$ cat config.mk
export PLATFORM = sky130hd
export DESIGN_NAME = is_dispatch_queue
export DESIGN_NICKNAME = d
export VERILOG_FILES = /design/src/rtl/sys_defs.sv /design/src/rtl/decoder.sv /design/src/rtl/is_dispatch_select.sv /design/src/rtl/is_dispatch_queue.sv
export SDC_FILE = /design/constraint.sdc
export NUM_CORES = 2
export LEC_CHECK = 0
export CAP_MARGIN = 20
export CORE_AREA = 2 2 400 402
export CTS_CLUSTER_DIAMETER = 30
export CTS_CLUSTER_SIZE = 20
export DETAILED_ROUTE_END_ITERATION = 12
export DIE_AREA = 0 0 402 404
export GPL_TIMING_DRIVEN = 0
export PLACE_DENSITY = 0.59
export SYNTH_ARGS = -nofsm -noshare
export SYNTH_HDL_FRONTEND = slang
export SYNTH_HIERARCHICAL = 1
export SYNTH_SLANG_ARGS = --single-unit
$ cat constraint.sdc
create_clock -name clock -period 10.7 [get_ports clock]
set_input_delay 2.675 -clock clock [delete_from_list [all_inputs] [get_ports clock]]
set_output_delay 2.675 -clock clock [all_outputs]
set_load 0.02 [all_outputs]
$ cat src/rtl/sys_defs.sv
// Shared decode types, opcodes and default sizing for the issue-stage dispatch queue.
`default_nettype none

package sys_defs;

  localparam int IS_W     = 2;
  localparam int IS_DEPTH = 8;

  localparam logic [31:0] WFI_INST = 32'h1050_0073;

  localparam logic [6:0] OP_LUI    = 7'b0110111;
  localparam logic [6:0] OP_AUIPC  = 7'b0010111;
  localparam logic [6:0] OP_JAL    = 7'b1101111;
  localparam logic [6:0] OP_JALR   = 7'b1100111;
  localparam logic [6:0] OP_BRANCH = 7'b1100011;
  localparam logic [6:0] OP_LOAD   = 7'b0000011;
  localparam logic [6:0] OP_STORE  = 7'b0100011;
  localparam logic [6:0] OP_IMM    = 7'b0010011;
  localparam logic [6:0] OP_REG    = 7'b0110011;
  localparam logic [6:0] OP_SYSTEM = 7'b1110011;

  typedef enum logic [1:0] {
    OPA_IS_RS1,
    OPA_IS_NPC,
    OPA_IS_PC,
    OPA_IS_ZERO
  } ALU_OPA_SELECT;

  typedef enum logic [2:0] {
    OPB_IS_RS2,
    OPB_IS_I_IMM,
    OPB_IS_S_IMM,
    OPB_IS_B_IMM,
    OPB_IS_U_IMM,
    OPB_IS_J_IMM
  } ALU_OPB_SELECT;

  typedef enum logic [3:0] {
    ALU_ADD,
    ALU_SUB,
    ALU_SLT,
    ALU_SLTU,
    ALU_AND,
    ALU_OR,
    ALU_XOR,
    ALU_SLL,
    ALU_SRL,
    ALU_SRA
  } ALU_FUNC;

  typedef struct packed {
    logic [31:0] inst;
    logic [31:0] pc;
    logic [31:0] npc;
    logic        valid;
  } IF_ID_PACKET;

  typedef struct packed {
    logic [31:0]   inst;
    logic [31:0]   pc;
    logic [31:0]   npc;
    ALU_OPA_SELECT opa_select;
    ALU_OPB_SELECT opb_select;
    logic [4:0]    dest_reg_idx;
    ALU_FUNC       alu_func;
    logic          rd_mem;
    logic          wr_mem;
    logic          cond_branch;
    logic          uncond_branch;
    logic          halt;
    logic          illegal;
    logic          csr_op;
    logic          valid;
    logic [4:0]    rs1_idx;
    logic [4:0]    rs2_idx;
  } DISP_PACKET;

  // Only the fields the dispatch selector needs to judge hazards.
  typedef struct packed {
    logic [4:0] rs1_idx;
    logic [4:0] rs2_idx;
    logic [4:0] dest_reg_idx;
    logic       is_mem;
    logic       halt;
  } SEL_INFO;

  function automatic ALU_FUNC alu_from_funct3(input logic [2:0] funct3, input logic alt);
    ALU_FUNC f;
    case (funct3)
      3'b000:  f = alt ? ALU_SUB : ALU_ADD;
      3'b001:  f = ALU_SLL;
      3'b010:  f = ALU_SLT;
      3'b011:  f = ALU_SLTU;
      3'b100:  f = ALU_XOR;
      3'b101:  f = alt ? ALU_SRA : ALU_SRL;
      3'b110:  f = ALU_OR;
      default: f = ALU_AND;
    endcase
    return f;
  endfunction

endpackage

`default_nettype wire

$ cat src/rtl/decoder.sv
// RV32I decoder: turns one fetched instruction into a dispatch packet.
`default_nettype none

module decoder
  import sys_defs::*;
(
  input  IF_ID_PACKET if_packet_i,
  output DISP_PACKET  disp_packet_o
);

  logic [6:0] opcode;
  logic [2:0] funct3;
  logic [6:0] funct7;
  logic [4:0] rd;
  logic [4:0] rs1;
  logic [4:0] rs2;

  assign opcode = if_packet_i.inst[6:0];
  assign rd     = if_packet_i.inst[11:7];
  assign funct3 = if_packet_i.inst[14:12];
  assign rs1    = if_packet_i.inst[19:15];
  assign rs2    = if_packet_i.inst[24:20];
  assign funct7 = if_packet_i.inst[31:25];

  // Unused source fields are forced to x0 so immediates never look like dependences.
  always_comb begin
    disp_packet_o            = '0;
    disp_packet_o.inst       = if_packet_i.inst;
    disp_packet_o.pc         = if_packet_i.pc;
    disp_packet_o.npc        = if_packet_i.npc;
    disp_packet_o.valid      = if_packet_i.valid;
    disp_packet_o.opa_select = OPA_IS_RS1;
    disp_packet_o.opb_select = OPB_IS_RS2;
    disp_packet_o.alu_func   = ALU_ADD;
    case (opcode)
      OP_LUI: begin
        disp_packet_o.dest_reg_idx = rd;
        disp_packet_o.opa_select   = OPA_IS_ZERO;
        disp_packet_o.opb_select   = OPB_IS_U_IMM;
      end
      OP_AUIPC: begin
        disp_packet_o.dest_reg_idx = rd;
        disp_packet_o.opa_select   = OPA_IS_PC;
        disp_packet_o.opb_select   = OPB_IS_U_IMM;
      end
      OP_JAL: begin
        disp_packet_o.dest_reg_idx  = rd;
        disp_packet_o.opa_select    = OPA_IS_PC;
        disp_packet_o.opb_select    = OPB_IS_J_IMM;
        disp_packet_o.uncond_branch = 1'b1;
      end
      OP_JALR: begin
        disp_packet_o.dest_reg_idx  = rd;
        disp_packet_o.rs1_idx       = rs1;
        disp_packet_o.opb_select    = OPB_IS_I_IMM;
        disp_packet_o.uncond_branch = 1'b1;
        disp_packet_o.illegal       = (funct3 != 3'b000);
      end
      OP_BRANCH: begin
        disp_packet_o.rs1_idx     = rs1;
        disp_packet_o.rs2_idx     = rs2;
        disp_packet_o.opa_select  = OPA_IS_PC;
        disp_packet_o.opb_select  = OPB_IS_B_IMM;
        disp_packet_o.cond_branch = 1'b1;
        disp_packet_o.illegal     = (funct3[2:1] == 2'b01);
      end
      OP_LOAD: begin
        disp_packet_o.dest_reg_idx = rd;
        disp_packet_o.rs1_idx      = rs1;
        disp_packet_o.opb_select   = OPB_IS_I_IMM;
        disp_packet_o.rd_mem       = 1'b1;
        disp_packet_o.illegal      = (funct3 == 3'b011) || (funct3[2:1] == 2'b11);
      end
      OP_STORE: begin
        disp_packet_o.rs1_idx    = rs1;
        disp_packet_o.rs2_idx    = rs2;
        disp_packet_o.opb_select = OPB_IS_S_IMM;
        disp_packet_o.wr_mem     = 1'b1;
        disp_packet_o.illegal    = funct3[2] || (funct3[1:0] == 2'b11);
      end
      OP_IMM: begin
        disp_packet_o.dest_reg_idx = rd;
        disp_packet_o.rs1_idx      = rs1;
        disp_packet_o.opb_select   = OPB_IS_I_IMM;
        disp_packet_o.alu_func     = alu_from_funct3(funct3, (funct3 == 3'b101) && funct7[5]);
        disp_packet_o.illegal      = ((funct3 == 3'b001) && (funct7 != 7'h00)) ||
                                     ((funct3 == 3'b101) && (funct7 != 7'h00) && (funct7 != 7'h20));
      end
      OP_REG: begin
        disp_packet_o.dest_reg_idx = rd;
        disp_packet_o.rs1_idx      = rs1;
        disp_packet_o.rs2_idx      = rs2;
        disp_packet_o.alu_func     = alu_from_funct3(funct3, funct7[5]);
        disp_packet_o.illegal      = !((funct7 == 7'h00) ||
                                       ((funct7 == 7'h20) && ((funct3 == 3'b000) || (funct3 == 3'b101))));
      end
      OP_SYSTEM: begin
        if (if_packet_i.inst == WFI_INST) begin
          disp_packet_o.halt = 1'b1;
        end else if (funct3 != 3'b000) begin
          disp_packet_o.csr_op       = 1'b1;
          disp_packet_o.dest_reg_idx = rd;
          disp_packet_o.rs1_idx      = funct3[2] ? 5'd0 : rs1;
          disp_packet_o.illegal      = (funct3 == 3'b100);
        end else begin
          disp_packet_o.illegal = 1'b1;
        end
      end
      default: disp_packet_o.illegal = 1'b1;
    endcase
  end

endmodule

`default_nettype wire

$ cat src/rtl/is_dispatch_select.sv
// Chooses how many head lanes may dispatch this cycle given resources and hazards.
`default_nettype none

module is_dispatch_select
  import sys_defs::*;
#(
  parameter  int W     = IS_W,
  parameter  int DEPTH = IS_DEPTH,
  localparam int CNT_W = $clog2(DEPTH) + 1,
  localparam int DC_W  = $clog2(W) + 1
) (
  input  SEL_INFO [W-1:0]   head_info_i,
  input  logic [CNT_W-1:0]  occupancy_i,
  input  logic [CNT_W-1:0]  rob_free_i,
  input  logic [CNT_W-1:0]  rs_free_i,
  input  logic              lsq_free_i,
  input  logic              halted_i,
  input  logic              squash_i,
  output logic [DC_W-1:0]   disp_count_o
);

  logic            stop;
  logic            blk;
  logic            mem_used;
  logic            halt_seen;
  logic [DC_W-1:0] count;

  // Walk lanes in order; the first blocked lane stops everything behind it.
  always_comb begin
    stop      = squash_i || halted_i;
    blk       = 1'b0;
    mem_used  = 1'b0;
    halt_seen = 1'b0;
    count     = '0;
    for (int i = 0; i < W; i++) begin
      blk = stop || halt_seen ||
            (i >= int'(occupancy_i)) ||
            (i >= int'(rob_free_i)) ||
            (i >= int'(rs_free_i));
      for (int j = 0; j < i; j++) begin
        if ((head_info_i[j].dest_reg_idx != 5'd0) &&
            ((head_info_i[i].rs1_idx == head_info_i[j].dest_reg_idx) ||
             (head_info_i[i].rs2_idx == head_info_i[j].dest_reg_idx))) begin
          blk = 1'b1;
        end
      end
      if (head_info_i[i].is_mem && (mem_used || !lsq_free_i)) begin
        blk = 1'b1;
      end
      if (!blk) begin
        count     = count + 1'b1;
        mem_used  = mem_used || head_info_i[i].is_mem;
        halt_seen = halt_seen || head_info_i[i].halt;
      end
      stop = blk;
    end
  end

  assign disp_count_o = count;

endmodule

`default_nettype wire

$ cat src/rtl/is_dispatch_queue.sv
// Circular dispatch queue: decodes up to W fetched instructions per cycle and dispatches up to W in order.
`default_nettype none

module is_dispatch_queue
  import sys_defs::*;
#(
  parameter  int W     = IS_W,
  parameter  int DEPTH = IS_DEPTH,
  localparam int PTR_W = $clog2(DEPTH),
  localparam int CNT_W = PTR_W + 1,
  localparam int DC_W  = $clog2(W) + 1
) (
  input  logic                clock,
  input  logic                reset,
  input  logic [W-1:0]        if_valid,
  input  IF_ID_PACKET [W-1:0] if_packet,
  output logic                in_ready,
  input  logic [CNT_W-1:0]    rob_free,
  input  logic [CNT_W-1:0]    rs_free,
  input  logic                lsq_free,
  input  logic                squash,
  output logic [W-1:0]        disp_valid,
  output DISP_PACKET [W-1:0]  disp_packet,
  output logic [DC_W-1:0]     disp_count,
  output logic [CNT_W-1:0]    occupancy,
  output logic                halted
);

  DISP_PACKET         mem_q [DEPTH];
  DISP_PACKET [W-1:0] dec_pkt;
  SEL_INFO    [W-1:0] sel_info;

  logic [PTR_W-1:0] head_q, head_d;
  logic [PTR_W-1:0] tail_q, tail_d;
  logic [CNT_W-1:0] occ_q, occ_d;
  logic             halted_q, halted_d;
  logic [CNT_W-1:0] enq_cnt;
  logic             disp_halt;

  for (genvar g = 0; g < W; g++) begin : g_dec
    decoder u_dec (
      .if_packet_i   (if_packet[g]),
      .disp_packet_o (dec_pkt[g])
    );
  end

  assign in_ready  = (occ_q <= CNT_W'(DEPTH - W)) && !halted_q && !squash;
  assign occupancy = occ_q;
  assign halted    = halted_q;

  // Valid lanes are contiguous from lane 0, so the popcount is also the tail advance.
  always_comb begin
    enq_cnt = '0;
    if (in_ready) begin
      for (int i = 0; i < W; i++) begin
        enq_cnt = enq_cnt + CNT_W'(if_valid[i]);
      end
    end
  end

  always_comb begin
    for (int i = 0; i < W; i++) begin
      disp_packet[i]           = mem_q[head_q + PTR_W'(i)];
      sel_info[i].rs1_idx      = disp_packet[i].rs1_idx;
      sel_info[i].rs2_idx      = disp_packet[i].rs2_idx;
      sel_info[i].dest_reg_idx = disp_packet[i].dest_reg_idx;
      sel_info[i].is_mem       = disp_packet[i].rd_mem || disp_packet[i].wr_mem;
      sel_info[i].halt         = disp_packet[i].halt;
    end
  end

  is_dispatch_select #(
    .W     (W),
    .DEPTH (DEPTH)
  ) u_select (
    .head_info_i  (sel_info),
    .occupancy_i  (occ_q),
    .rob_free_i   (rob_free),
    .rs_free_i    (rs_free),
    .lsq_free_i   (lsq_free),
    .halted_i     (halted_q),
    .squash_i     (squash),
    .disp_count_o (disp_count)
  );

  always_comb begin
    disp_halt = 1'b0;
    for (int i = 0; i < W; i++) begin
      disp_valid[i] = (i < int'(disp_count));
      disp_halt     = disp_halt || (disp_valid[i] && disp_packet[i].halt);
    end
  end

  always_comb begin
    head_d   = head_q + PTR_W'(disp_count);
    tail_d   = tail_q + PTR_W'(enq_cnt);
    occ_d    = occ_q + enq_cnt - CNT_W'(disp_count);
    halted_d = halted_q || disp_halt;
    if (squash) begin
      head_d   = '0;
      tail_d   = '0;
      occ_d    = '0;
      halted_d = 1'b0;
    end
  end

  always_ff @(posedge clock or negedge reset) begin
    if (!reset) begin
      head_q   <= '0;
      tail_q   <= '0;
      occ_q    <= '0;
      halted_q <= 1'b0;
    end else begin
      head_q   <= head_d;
      tail_q   <= tail_d;
      occ_q    <= occ_d;
      halted_q <= halted_d;
    end
  end

  // Payload is qualified by occupancy, so it carries no reset.
  always_ff @(posedge clock) begin
    for (int i = 0; i < W; i++) begin
      if (in_ready && if_valid[i]) begin
        mem_q[tail_q + PTR_W'(i)] <= dec_pkt[i];
      end
    end
  end

endmodule

`default_nettype wire

* After elaboration in Yosys (flattened, before gate mapping)
Memory sizes are Yosys's and may differ from the RTL's.
Cells that the tools add are included.
** Cells by class
- Add/sub/neg operators :: 8
- Order comparisons :: 9
- Eq/ne operators :: 46
- Multiplexer cells :: 72
- Reductions and logical operators :: 73
** Operators with widths (number)
- 4-bit one-hot mux with 7 select lines :: 4
- 32-bit by 29-bit == test with 1-bit output, second input constant :: 2
- 5-bit 2-to-1 mux :: 12
- 7-bit by 6-bit == test with 1-bit output, second input constant :: 8
- 7-bit == test, second input constant :: 8
- 5-bit one-hot mux with 2 select lines :: 4
- 1-bit 2-to-1 mux :: 37
- 3-bit one-hot mux with 5 select lines :: 2
- 7-bit by 5-bit == test with 1-bit output, second input constant :: 4
- 1-bit by 4-bit greater-or-equal comparator with 1-bit output, first input constant :: 6
- 1-bit logical OR :: 24
- 3-bit OR reduction :: 8
- 1-bit logical AND :: 19
- 3-bit == test, second input constant :: 6
- 1-bit one-hot mux with 8 select lines :: 2
- 4-bit one-hot mux with 2 select lines :: 2
- 7-bit by 2-bit == test with 1-bit output, second input constant :: 2
- 7-bit zero test :: 2
- 7-bit by 6-bit != test with 1-bit output, second input constant :: 2
- 7-bit nonzero test :: 2
- 7-bit OR reduction :: 2
- 3-bit by 2-bit == test with 1-bit output, second input constant :: 4
- 6-bit OR reduction :: 2
- 5-bit == test :: 2
- 20 further kinds :: 42
** Storage, ports and cells
- Bits in registers :: 11
- Memory bits (writable) :: 1024
- Input port bits :: 208
- Output and inout port bits :: 266
- Word-level logic and storage cells :: 213
- Memories kept :: 1
** Memories
- mem_q :: words 8, width 128, rd ports 2, clocked after memory_dff 0, wr ports 2, line is_dispatch_queue.sv:29 : DISP_PACKET mem_q [DEPTH];

* Logic depth before layout (Yosys ltp)
- Depth after elaboration :: 18
- Depth in mapped cells :: 18
- Depth with buffers taken out :: 15

* Modules after synthesis
Netlist, hierarchy kept.
** By module, submodules not included
- is_dispatch_queue :: times used 1, cells each 3199, area an instance 59709.8 um^2, sequential area each 31024.8 um^2
- decoder :: times used 2, cells each 212, area an instance 1398.8 um^2, sequential area each 0.0 um^2
- is_dispatch_select :: times used 1, cells each 31, area an instance 226.5 um^2, sequential area each 0.0 um^2

* Least setup slack after synthesis
Ideal clock, no wire load.
- Path type :: in2reg
- Start :: input squash
- End :: memory mem_q[1][0] in the netlist's numbering, enable pin
- Library setup time :: 0.804 ns
- Arrival time :: 12.672 ns
- Data required time :: 9.896 ns
- Path slack :: -2.776 ns
- Stages :: 4
- Buffers on the path :: 1
- Path through :: a2111oi_4 > buf_6 > nand3_1 > o31ai_1
** RTL lines
- from (decl) :: line is_dispatch_queue.sv:21 : input logic squash,
- to (decl) :: line is_dispatch_queue.sv:29

==> metrics <==
status=finished, final reports clean; post-CTS setup buffer count=0; max_slew headroom=17.7%; final net count=4,586; Initial Utilization=39.7%; setup slack at placement=2.07 ns; synth unique cells=56; I/O pin count=474; Lkg Pwr=27.3 nW; Post-Syn Area per Cell=17.2 sq um; # resized after CTS=0; worst hold stages=2; clk buf depth=4; Syn Nets=3,877; crit-path max FO=11; Switch Pwr=0.00607 W; Worst path slowest cell=nor4_1; sw frac=30.5%; first-pass GRT wire length=304,000 um; Util after Layout=50.6%; Max Slew Vio Count=0; Final HPWL DP=148,000 um; CTS tree=yes; asr flop ratio synth=1.06%; Synth warnings=6; PortBufs=339; dominant synthesized flop cell=edfxtp_1; Placement Cell Area=0.0704 sq mm; initial antenna violation count=22; Yosys top cell by area=edfxtp_1; FF+latch count, synth=1,035; core area=0.158 sq mm; Seq pwr share=24.7%; worst hold path class=reg2reg; GRT overflow=0; Slew @ Worst Pin=1.22 ns; unrepaired setup endpoints after global routing=false; reg2reg end=occupancy[3]; Worst R2R Start=head_q[0]; H-tree levels=5; minimum hold slack=0.721 ns; WP data required=8.03 ns; crit path kind=reg2out; routability cong.=0.858; Post-synth EDFFs=1,024; HP Start=occupancy[0]; final cell area excluding filler cells=0.0799 sq mm; CTS Buf Count=294; vias in the first global route=41,400; DR pass1 iterations=7; Synth top area share=49.0%; Comb pwr share=33.2%; maxcap violations=0; Hold Fails Final Rpt=0; Gate Count Post-Synth=3,654; clock root cell=clkbuf_16; Clock Latency Late Sink=0.91 ns; Tcrit/Tclk final=88.0%; die width=402 um; max incr delay on CP=0.71 ns; fraction of layout cells with a size suffix above 1=60.0%; Final ANT Viol Nets=0; largest net degree at the start of global routing=22; Die Ht=404 um; Detailed Route WL=217,000 um; area grow syn2layout=27.4%; Worst Skew=0.0514 ns; clock slew seen by the registers of the worst setup and hold paths=0.04 ns; Power Dens Cells=249 mW/mm^2; CP cell instances=buf_2 -> buf_2 -> buf_2 -> clkbuf_1 -> mux4_2 -> mux2_2 -> xnor2_1 -> nand3_1 -> nor4_1 -> nor4b_4 -> ha_1 -> or2_2 -> clkdlybuf4s50_1; mapped cell area=0.0627 sq mm; peak supply drop=183 uV; # clock sinks=1,035; die area=0.162 sq mm; Worst setup EP type=output pin; CTS Hold Bufs=0; GRT Total Usage=26.4%; highest clock rate=106 MHz; flop2flop setup slack=4.17 ns; Min-Delay Endpoint=occupancy[0]; Critical Path AT=6.74 ns; Reg2Reg Depth=18; vias=39,700; sequential cell area fraction in the yosys report=49.5%; DRT iter0 DRCs=3,997; Final setup viols=0; WL/cell=32.5 um; Clock Power Share=42.1%; total negative setup slack=0 ns; internal power=0.0139 W; Synth area leaders=edfxtp_1 (49%), mux2_2 (23%), mux4_2 (18%); row count=146; routed vias/inst=5.95; crit start category=flip-flop; most used cell, CP=buf_2; Tmin final=9.41 ns; DRC violations left=0; setup ws final=1.29 ns
## sequential cells by signal, summed over array words and instances, names as in the netlist
name       count
mem_q       1024
halted         1
occupancy      4
head_q         3
tail_q         3
## cells in the final DEF, fill, tap and decap left out, types with 18 or more instances in the layout
cell	synthesis	routed
and2_1	20	20
buf_1	20	20
buf_12	11	43
buf_16	0	23
buf_2	78	78
buf_4	269	270
buf_6	55	55
buf_8	0	18
bufinv_16	0	35
clkbuf_1	67	106
clkbuf_16	0	302
clkdlybuf4s50_1	0	339
clkinv_1	0	36
clkinv_2	0	51
clkinvlp_4	0	23
diode_2	0	18
edfxtp_1	1024	1024
inv_1	23	23
mux2_2	1272	1272
mux4_2	512	512
nand2_1	26	26
nor2_1	43	43
nor2b_1	22	22
## worst max-delay path, delay by kind of cell, from the launching register on
family | cells | cell delay (ns)
flip-flops | 1 | 0.44
XOR/XNOR | 1 | 0.24
AND/OR/NAND/NOR | 4 | 1.22
buffers and inverters | 5 | 2.69
multiplexers | 2 | 0.82
adder cells (fa/ha/maj) | 1 | 0.41
## logic make-up after synthesis
| logic type | synth area share, % |
|---|---|
| AND/OR/NAND/NOR | 1.90 |
| adder cells (fa/ha/maj) | 0.347 |
| flip-flops | 49.5 |
| AO/OA/AOI/OAI | 0.690 |
| buffers and inverters | 5.84 |
| multiplexers | 41.5 |
| XOR/XNOR | 0.321 |
## worst max path at each step
stage,to,startpoint
2_1_floorplan,mem_q[3][0],squash
3_3_place_gp,mem_q[3][48],squash
3_5_place_dp,disp_valid[0],head_q[0]
4_1_cts,disp_valid[0],head_q[0]
5_1_grt,disp_valid[0],head_q[0]
6_report,disp_valid[0],head_q[0]
## metal layers
layer	track usage, %	vias up	part of all wire, %
li1	-	16400	-
met1	34.1	21100	40
met2	42.5	1816	48
met3	6.63	402	8.1
met4	10.8	6	3.8
met5	0	-	0.020
## Yosys cell counts, drive strengths merged (5+ instances only)
cell    instances
nor3           12
buf           433
o21bai          6
o31ai           6
or3             5
and2           20
nand2          26
mux2         1282
mux4          512
edfxtp       1024
or2             5
nand3          13
nand3b          5
and3            7
xor2           10
xnor2          13
nor2b          22
inv            23
nor4           17
ha             11
clkbuf         67
nand2b          7
dfrtp          11
nor2           46
a21oi          12
o21ai          19
## stage by stage
step | total power, W | std cells
finish | 0.0199 | 6659
global placement | 0.0116 | 6065
global route | 0.0205 | 6653
floorplan | 0.00889 | 3654
detailed placement | 0.0116 | 6139
CTS | 0.0201 | 6641
## final cells by class
type	instances	area, sq um
Timing Repair Buffer	413	4940
Sequential cell	1035	31000
Multi-Input combinational cell	2096	28200
Inverter	23	86.3
Antenna cell	18	45.0
Clock inverter	154	1700
Clock buffer	348	7750
Tap cell	2072	2590
Fill cell	13200	77900
Buffer	500	3580
## power by group through the flow
stage | combinational, W | sequential (W) | clock [W]
after global placement | 0.00647 | 0.00513 | 0
after floorplan | 0.00389 | 0.00500 | 0
final | 0.00662 | 0.00492 | 0.00839
after detailed placement | 0.00663 | 0.00498 | 0
after global routing | 0.00691 | 0.00494 | 0.00869
after CTS | 0.00667 | 0.00491 | 0.00847
(Power assumes the default switching activity.)
